File: src/rtl/muladd_seq_pkg.sv
// Shared types and default widths for the MULADD dot-product sequencer.
package muladd_seq_pkg;

  localparam int DEF_OP_W  = 8;
  localparam int DEF_ACC_W = 20;
  localparam int DEF_LEN_W = 8;

  typedef enum logic [1:0] {
    ST_IDLE  = 2'd0,
    ST_RUN   = 2'd1,
    ST_DRAIN = 2'd2,
    ST_DONE  = 2'd3
  } state_t;

endpackage

File: src/rtl/muladd_seq_wdog.sv
// Idle-cycle watchdog for the RUN state: expires after TIMEOUT consecutive
// active cycles without a kick. Used only when MULADD_DOT_SEQ_TIMEOUT_EN is defined.
module muladd_seq_wdog #(
  parameter int TIMEOUT = 255
) (
  input  logic UserCLK,
  input  logic rst_n,
  input  logic active,
  input  logic kick,
  output logic expired
);

  localparam int CNT_W = $clog2(TIMEOUT + 1);

  logic [CNT_W-1:0] idle_cnt_reg;

  // Expiry fires during the TIMEOUT-th idle cycle so the sequencer leaves RUN on that edge.
  assign expired = active && !kick && (idle_cnt_reg == CNT_W'(TIMEOUT - 1));

  always_ff @(posedge UserCLK or negedge rst_n) begin
    if (!rst_n) begin
      idle_cnt_reg <= '0;
    end else if (!active || kick) begin
      idle_cnt_reg <= '0;
    end else if (!expired) begin
      idle_cnt_reg <= idle_cnt_reg + CNT_W'(1);
    end
  end

endmodule

File: src/rtl/muladd_dot_seq.sv
// Dot-product sequencer driving an external MULADD (A_reg=0, B_reg=0, ACC=1, ACCout=1).
// Optional RUN timeout with error flag when MULADD_DOT_SEQ_TIMEOUT_EN is defined.
module muladd_dot_seq
  import muladd_seq_pkg::*;
#(
  parameter int OP_W    = DEF_OP_W,
  parameter int ACC_W   = DEF_ACC_W,
  parameter int LEN_W   = DEF_LEN_W,
  parameter int MAC_LAT = 1,
  parameter int TIMEOUT = 255
) (
  input  logic             UserCLK,
  input  logic             rst_n,
  input  logic             cmd_valid,
  output logic             cmd_ready,
  input  logic [LEN_W-1:0] cmd_len,
  input  logic             in_valid,
  output logic             in_ready,
  input  logic [OP_W-1:0]  in_a,
  input  logic [OP_W-1:0]  in_b,
  output logic             res_valid,
  input  logic             res_ready,
  output logic [ACC_W-1:0] res_data,
  output logic             res_err,
  output logic [OP_W-1:0]  mac_a,
  output logic [OP_W-1:0]  mac_b,
  output logic             mac_clr,
  input  logic [ACC_W-1:0] mac_q
);

  state_t           state_reg, state_next;
  logic [LEN_W-1:0] count_reg;
  logic [2:0]       drain_cnt_reg;
  logic [ACC_W-1:0] res_data_reg;
  logic             hs;
  logic             drain_last;
  logic             timeout_hit;

  assign hs         = in_valid && in_ready;
  assign drain_last = (drain_cnt_reg == 3'(MAC_LAT - 1));

  // Operands are zeroed outside a handshake so the accumulator adds nothing.
  assign mac_a    = hs ? in_a : '0;
  assign mac_b    = hs ? in_b : '0;
  assign res_data = res_data_reg;

`ifdef MULADD_DOT_SEQ_TIMEOUT_EN
  logic res_err_reg;

  muladd_seq_wdog #(
    .TIMEOUT (TIMEOUT)
  ) u_wdog (
    .UserCLK (UserCLK),
    .rst_n   (rst_n),
    .active  (state_reg == ST_RUN),
    .kick    (hs),
    .expired (timeout_hit)
  );

  always_ff @(posedge UserCLK or negedge rst_n) begin
    if (!rst_n) begin
      res_err_reg <= 1'b0;
    end else if (state_reg == ST_IDLE && cmd_valid) begin
      res_err_reg <= 1'b0;
    end else if (state_reg == ST_RUN && timeout_hit) begin
      res_err_reg <= 1'b1;
    end
  end

  assign res_err = res_err_reg;
`else
  assign timeout_hit = 1'b0;
  assign res_err     = 1'b0;
`endif

  always_ff @(posedge UserCLK or negedge rst_n) begin
    if (!rst_n) begin
      state_reg <= ST_IDLE;
    end else begin
      state_reg <= state_next;
    end
  end

  always_comb begin
    state_next = state_reg;
    case (state_reg)
      ST_IDLE: begin
        if (cmd_valid) begin
          state_next = (cmd_len != '0) ? ST_RUN : ST_DRAIN;
        end
      end
      ST_RUN: begin
        if ((hs && count_reg == LEN_W'(1)) || timeout_hit) begin
          state_next = ST_DRAIN;
        end
      end
      ST_DRAIN: begin
        if (drain_last) begin
          state_next = ST_DONE;
        end
      end
      ST_DONE: begin
        if (res_ready) begin
          state_next = ST_IDLE;
        end
      end
      default: state_next = ST_IDLE;
    endcase
  end

  always_comb begin
    cmd_ready = 1'b0;
    in_ready  = 1'b0;
    res_valid = 1'b0;
    mac_clr   = 1'b0;
    case (state_reg)
      ST_IDLE: begin
        cmd_ready = 1'b1;
        mac_clr   = 1'b1;
      end
      ST_RUN:  in_ready  = 1'b1;
      ST_DONE: res_valid = 1'b1;
      default: ;
    endcase
  end

  // Remaining-pair count, drain timer and result capture.
  always_ff @(posedge UserCLK or negedge rst_n) begin
    if (!rst_n) begin
      count_reg     <= '0;
      drain_cnt_reg <= '0;
      res_data_reg  <= '0;
    end else begin
      if (state_reg == ST_IDLE && cmd_valid) begin
        count_reg <= cmd_len;
      end else if (hs) begin
        count_reg <= count_reg - LEN_W'(1);
      end

      if (state_reg == ST_DRAIN) begin
        drain_cnt_reg <= drain_cnt_reg + 3'd1;
      end else begin
        drain_cnt_reg <= '0;
      end

      if (state_reg == ST_DRAIN && drain_last) begin
        res_data_reg <= mac_q;
      end
    end
  end

endmodule

File: config.mk
export PLATFORM = sky130hd
export DESIGN_NAME = muladd_dot_seq
export DESIGN_NICKNAME = d
export VERILOG_FILES = /design/src/rtl/muladd_seq_pkg.sv /design/src/rtl/muladd_seq_wdog.sv /design/src/rtl/muladd_dot_seq.sv
export SDC_FILE = /design/constraint.sdc
export NUM_CORES = 1
export LEC_CHECK = 0
export ABC_AREA = 1
export BUFFER_PORTS_ARGS = -buffer_cell sky130_fd_sc_hd__buf_2
export CAP_MARGIN = 20
export CORE_MARGIN = 4
export CORE_UTILIZATION = 42
export CTS_CLUSTER_DIAMETER = 40
export DETAILED_ROUTE_END_ITERATION = 7
export MAX_ROUTING_LAYER = met4
export PLACE_DENSITY = 0.86
export SYNTH_ARGS = -nofsm -noshare
export SYNTH_HDL_FRONTEND = slang
export SYNTH_HIERARCHICAL = 1
export SYNTH_SLANG_ARGS = --single-unit
File: constraint.sdc
create_clock -name UserCLK -period 1.3 [get_ports UserCLK]
set_input_delay 0.195 -clock UserCLK [delete_from_list [all_inputs] [get_ports UserCLK]]
set_output_delay 0.195 -clock UserCLK [all_outputs]
set_load 0.02 [all_outputs]
Word level (Yosys, flattened, before mapping)
Cells that the tools add are included.

Logic and storage cells: 37. Bits in registers: 33.

Eq/ne operators: 8. Mux-type cells: 14. Add/sub/neg operators: 2. Reduce and logical (&&, ||, !) cells: 9.

Operators by type and width (number): two-way mux 8 bit (4); two-way mux 2 bit (5); equality test 8 x 1 -> 1 bit, second input constant (1); != test 2 bit, second input constant (4); case mux 2 bit (4 select lines) (1); nonzero test 8 bit (1); subtractor 8 x 1 -> 8 bit, second input constant (1); equality test 2 bit, second input constant (2); logical AND 1 bit (4); AND reduction 4 bit (1); adder 3 x 1 -> 3 bit, second input constant (1); zero test 3 bit (1); two-way mux 1 bit (3); two-way mux 3 bit (1); equality test 2 x 1 -> 1 bit, second input constant (1); zero test 2 bit (1); nonzero test 2 bit (1).

Depth between registers and ports, before layout
Word-level depth: 6. Mapped depth: 9. Depth with buffers taken out: 9.

Least setup slack after synthesis
OpenSTA, ideal clock, no wires.

Path type: register -> output. Start point: register state_reg[1]. End point: output port mac_a[4]. Arrival: 1503 ps. Stages on the path, launching flop included: 6. Path slack: -398 ps. Cells stage by stage: dfrtp_1 > inv_1 > ha_1 > nand2_1 > buf_2 > nor2_1.

Cells in the longest elaborated chain, start to end: 4.

RTL lines: start, declared (line muladd_dot_seq.sv:31) `state_t state_reg, state_next;`; start signal, assigned (line muladd_dot_seq.sv:80) `state_reg <= state_next;`; equality test 2 x 1 -> 1 bit (line muladd_dot_seq.sv:116) `case (state_reg)`; two-way mux 1 bit (line muladd_dot_seq.sv:116); via in_ready (line muladd_dot_seq.sv:18) `output logic in_ready,`; logical AND 1 bit (line muladd_dot_seq.sv:39) `assign hs = in_valid && in_ready;`; two-way mux 8 bit (line muladd_dot_seq.sv:43) `assign mac_a = hs ? in_a : '0;`; end, declared (line muladd_dot_seq.sv:25) `output logic [OP_W-1:0] mac_a,`.

The timed path passes the listed nets, and every way through them passes these cells.

Worst setup path after layout
Start point: register state_reg[1]. End point: output port mac_a[7].

Cells in the longest elaborated chain, start to end: 4.

RTL lines (line): equality test 2 x 1 -> 1 bit (muladd_dot_seq.sv:116); two-way mux 1 bit (muladd_dot_seq.sv:116); logical AND 1 bit (muladd_dot_seq.sv:39); two-way mux 8 bit (muladd_dot_seq.sv:43).

Every way passes these cells.

==> insert_results.sql <==
INSERT INTO impl_metrics (metric_group, metric, value, unit) VALUES
('detailed_routing', 'postRouteWirelength', '5.70', 'mm'),
('critical_path', 'worst-r2r-setup-slack', '-0.30', 'ns'),
('critical_path', 'critical_register_to_register_path_endpoint', 'res_data[3]', ''),
('worst_hold_path', 'worstHoldPathType', 'in -> reg', ''),
('critical_path', 'critical_path_class', 'reg -> out', ''),
('die', 'chipHeight', '74.7', 'µm'),
('synthesis', 'synth.net_count', '265', ''),
('global_route', 'grt_usage', '20.9', '%'),
('layout', 'largest_register_ff_count', '20', ''),
('place', 'place.gp.congestion', '0.816', ''),
('synthesis', 'synth.ff_latch_count', '33', ''),
('timing', 'setup_total_negative_slack', '-13.24', 'ns'),
('detailed_routing', 'highest_metal_used', 'met4', ''),
('detailed_routing', 'post_route_m1_wl', '1.98', 'mm'),
('synthesis', 'synth_instances', '207', ''),
('clock_network', 'cts.sink_count', '33', ''),
('synthesis', 'synth_top_cells_by_area', 'sky130_fd_sc_hd__dfrtp_1 44%, sky130_fd_sc_hd__mux2_4 16%, sky130_fd_sc_hd__nand2_1 9.6%, sky130_fd_sc_hd__inv_1 7.6%, sky130_fd_sc_hd__ha_1 6.0%', ''),
('run', 'cap_violations', '0', ''),
('layout', 'layout_common_cells', '68 x sky130_fd_sc_hd__buf_2, 44 x sky130_fd_sc_hd__nand2_1, 33 x sky130_fd_sc_hd__inv_1, 33 x sky130_fd_sc_hd__dfrtp_1, 25 x sky130_fd_sc_hd__buf_6', ''),
('global_route', 'maximum_number_of_pins_on_one_net_before_global_route_repair', '17', ''),
('outcome', 'status', 'finished with violations', ''),
('synthesis', 'synth.yosys.warnings', '6', ''),
('clock_network', 'clk_latency', '0.29', 'ns'),
('layout', 'drive_gt1_share', '53.0', '%'),
('timing', 'hold_slack', '0.133', 'ns'),
('clock_network', 'clock_tree_from_tritoncts', 'yes', ''),
('critical_path', 'cp_data_required_time', '1.11', 'ns'),
('detailed_routing', 'post_drt_via_cell_ratio', '4.85', ''),
('clock_network', 'cts_inserted_buffers', '5', ''),
('timing', 'setup_repair_after_global_routing_missed_its_margin', 'yes', ''),
('die', 'num_rows', '24', ''),
('detailed_routing', 'wl_met3', '272', 'µm'),
('timing', 'final-hold-violation-count', '0', ''),
('layout', 'design_area', '0.00306', 'mm²'),
('place', 'dpl_cell_area', '0.00262', 'mm²'),
('outcome', 'violated_checks', 'setup timing', ''),
('clock_network', 'clock_tree.htree_level_count', '2', ''),
('timing', 'skew', '0.00672', 'ns'),
('detailed_routing', 'dr.pass1.iters', '4', ''),
('detailed_routing', 'route.detailed.drc', '0', ''),
('layout', 'filler_cell_count', '296', ''),
('pwr', 'power_density', '2340', 'mW/mm²'),
('layout', 'num-nets-final', '378', ''),
('detailed_routing', 'route.detailed.wl_per_inst', '15.3', 'µm'),
('pwr', 'peak_supply_drop', '976', 'µV'),
('layout', 'layout.cells.most_common', 'sky130_fd_sc_hd__buf_2', ''),
('layout', 'post_layout_instance_count_excluding_filler_cells', '373', ''),
('detailed_routing', 'detailroute.via_count', '1808', ''),
('die', 'die_w', '74.7', 'µm'),
('critical_path', 'worst-r2r-cell-count', '7', ''),
('critical_path', 'critical_path.startpoint', 'state_reg[1]', ''),
('pwr', 'leakagePower', '1.67', 'nW'),
('global_route', 'grt_first_pass_wirelength', '8.45', 'mm'),
('layout', 'area.growth.synth_to_final', '63.4', '%'),
('clock_network', 'cts_root_buf', 'sky130_fd_sc_hd__clkbuf_8', ''),
('timing', 'finalSetupViolations', '50', ''),
('critical_path', 'timing.critical_path.arrival', '1.41', 'ns'),
('timing', 'final_critical_path_setup_slack', '-0.309', 'ns'),
('die', 'placeableCoreArea', '0.00432', 'mm²'),
('critical_path', 'worst_setup_path_end_kind', 'output pin', ''),
('synthesis', 'synth_seq_area_share', '44.1', '%'),
('die', 'start_util', '43.3', '%'),
('global_route', 'via_count_of_the_first_global_routing_pass', '1777', ''),
('timing', 'finalCriticalPeriod', '1.61', 'ns'),
('layout', 'register_area', '826', 'µm²'),
('detailed_routing', 'route.met2.wl', '3.27', 'mm'),
('die', 'die_area', '0.00559', 'mm²'),
('layout', 'number_of_antenna_diodes', '0', ''),
('detailed_routing', 'drt.antenna.violating_nets', '0', ''),
('critical_path', 'critPathCapture', 'mac_a[7]', ''),
('place', 'place_inst', '357', '');
[where the power goes]
group	total (mW)	switching, mW	internal [mW]	leakage (nW)
clock network	1.02	0.397	0.625	0.0585
registers	1.82	0.305	1.52	0.399
logic	4.32	2.22	2.11	1.21
[cell type report]
type                            instances  share of cell area [%]
Clock buffer                            7                    2.82
Clock inverter                          1                   0.982
Inverter                               39                    5.03
Multi-Input combinational cell        130                    34.2
Sequential cell                        33                    27.0
Tap cell                               52                    2.13
Timing Repair Buffer                  111                    27.8
[synth_stat cells]
cell type and n:
sky130_fd_sc_hd__xor2_1 2, sky130_fd_sc_hd__nor2_2 1, sky130_fd_sc_hd__xnor2_1 2, sky130_fd_sc_hd__o221ai_1 2, sky130_fd_sc_hd__buf_6 2, sky130_fd_sc_hd__nor2_1 26
sky130_fd_sc_hd__buf_4 2, sky130_fd_sc_hd__mux2_4 20, sky130_fd_sc_hd__ha_1 9, sky130_fd_sc_hd__inv_2 1, sky130_fd_sc_hd__buf_2 1, sky130_fd_sc_hd__nand2_1 48
sky130_fd_sc_hd__a21oi_1 1, sky130_fd_sc_hd__nand3_2 1, sky130_fd_sc_hd__conb_1 1, sky130_fd_sc_hd__dfrtp_1 33, sky130_fd_sc_hd__o211ai_1 1, sky130_fd_sc_hd__o21ai_0 3
sky130_fd_sc_hd__inv_1 38, sky130_fd_sc_hd__nand3_1 13
[cell families (layout without fill, tap and decap cells)]
kind of cell | count (synthesis) | after routing | synth area share, %
other | 1 | 1 | 0.200
AND/OR/NAND/NOR | 89 | 89 | 19.2
adder cells (fa/ha/maj) | 9 | 9 | 6.02
XOR/XNOR | 4 | 4 | 1.87
flip-flops | 33 | 33 | 44.1
AO/OA/AOI/OAI | 7 | 7 | 2.41
buffers and inverters | 44 | 158 | 10.1
multiplexers | 20 | 20 | 16.1
[metal layers]
layer  vias to the layer above  GRT usage [%]
li1                        856              -
met1                       876           22.1
met2                        56           36.9
met3                        20           4.67
met4                         0           9.68
met5                         -              -
[critical path, cell delays in order (launching register included)]
cell and delay (ns):
sky130_fd_sc_hd__dfrtp_1 0.40, sky130_fd_sc_hd__inv_2 0.09, sky130_fd_sc_hd__ha_4 0.17, sky130_fd_sc_hd__nand2_8 0.08, sky130_fd_sc_hd__buf_6 0.14, sky130_fd_sc_hd__nor2_1 0.09, sky130_fd_sc_hd__buf_4 0.15
[worst min path at each step]
stage	start	end	slack (ns)	cells past startpoint
floorplan	rst_n	count_reg[0]	-0.10	0
global placement	rst_n	res_data[6]	0.12	1
detailed placement	rst_n	res_data[6]	0.13	1
CTS	mac_q[7]	res_data[7]	0.13	2
global route	mac_q[17]	res_data[17]	0.13	2
finish	mac_q[17]	res_data[17]	0.13	2
[timing repair]
item                                    in CTS  in global routing
cloned                                       2                  0
hold buffers                                 1                  0
pin swaps                                    3                  7
resized for setup                           55                 14
endpoints found under the setup margin      48                 50
setup buffers                                4                  1
endpoints found under the hold margin       13                  0
(Power assumes the default switching activity.)
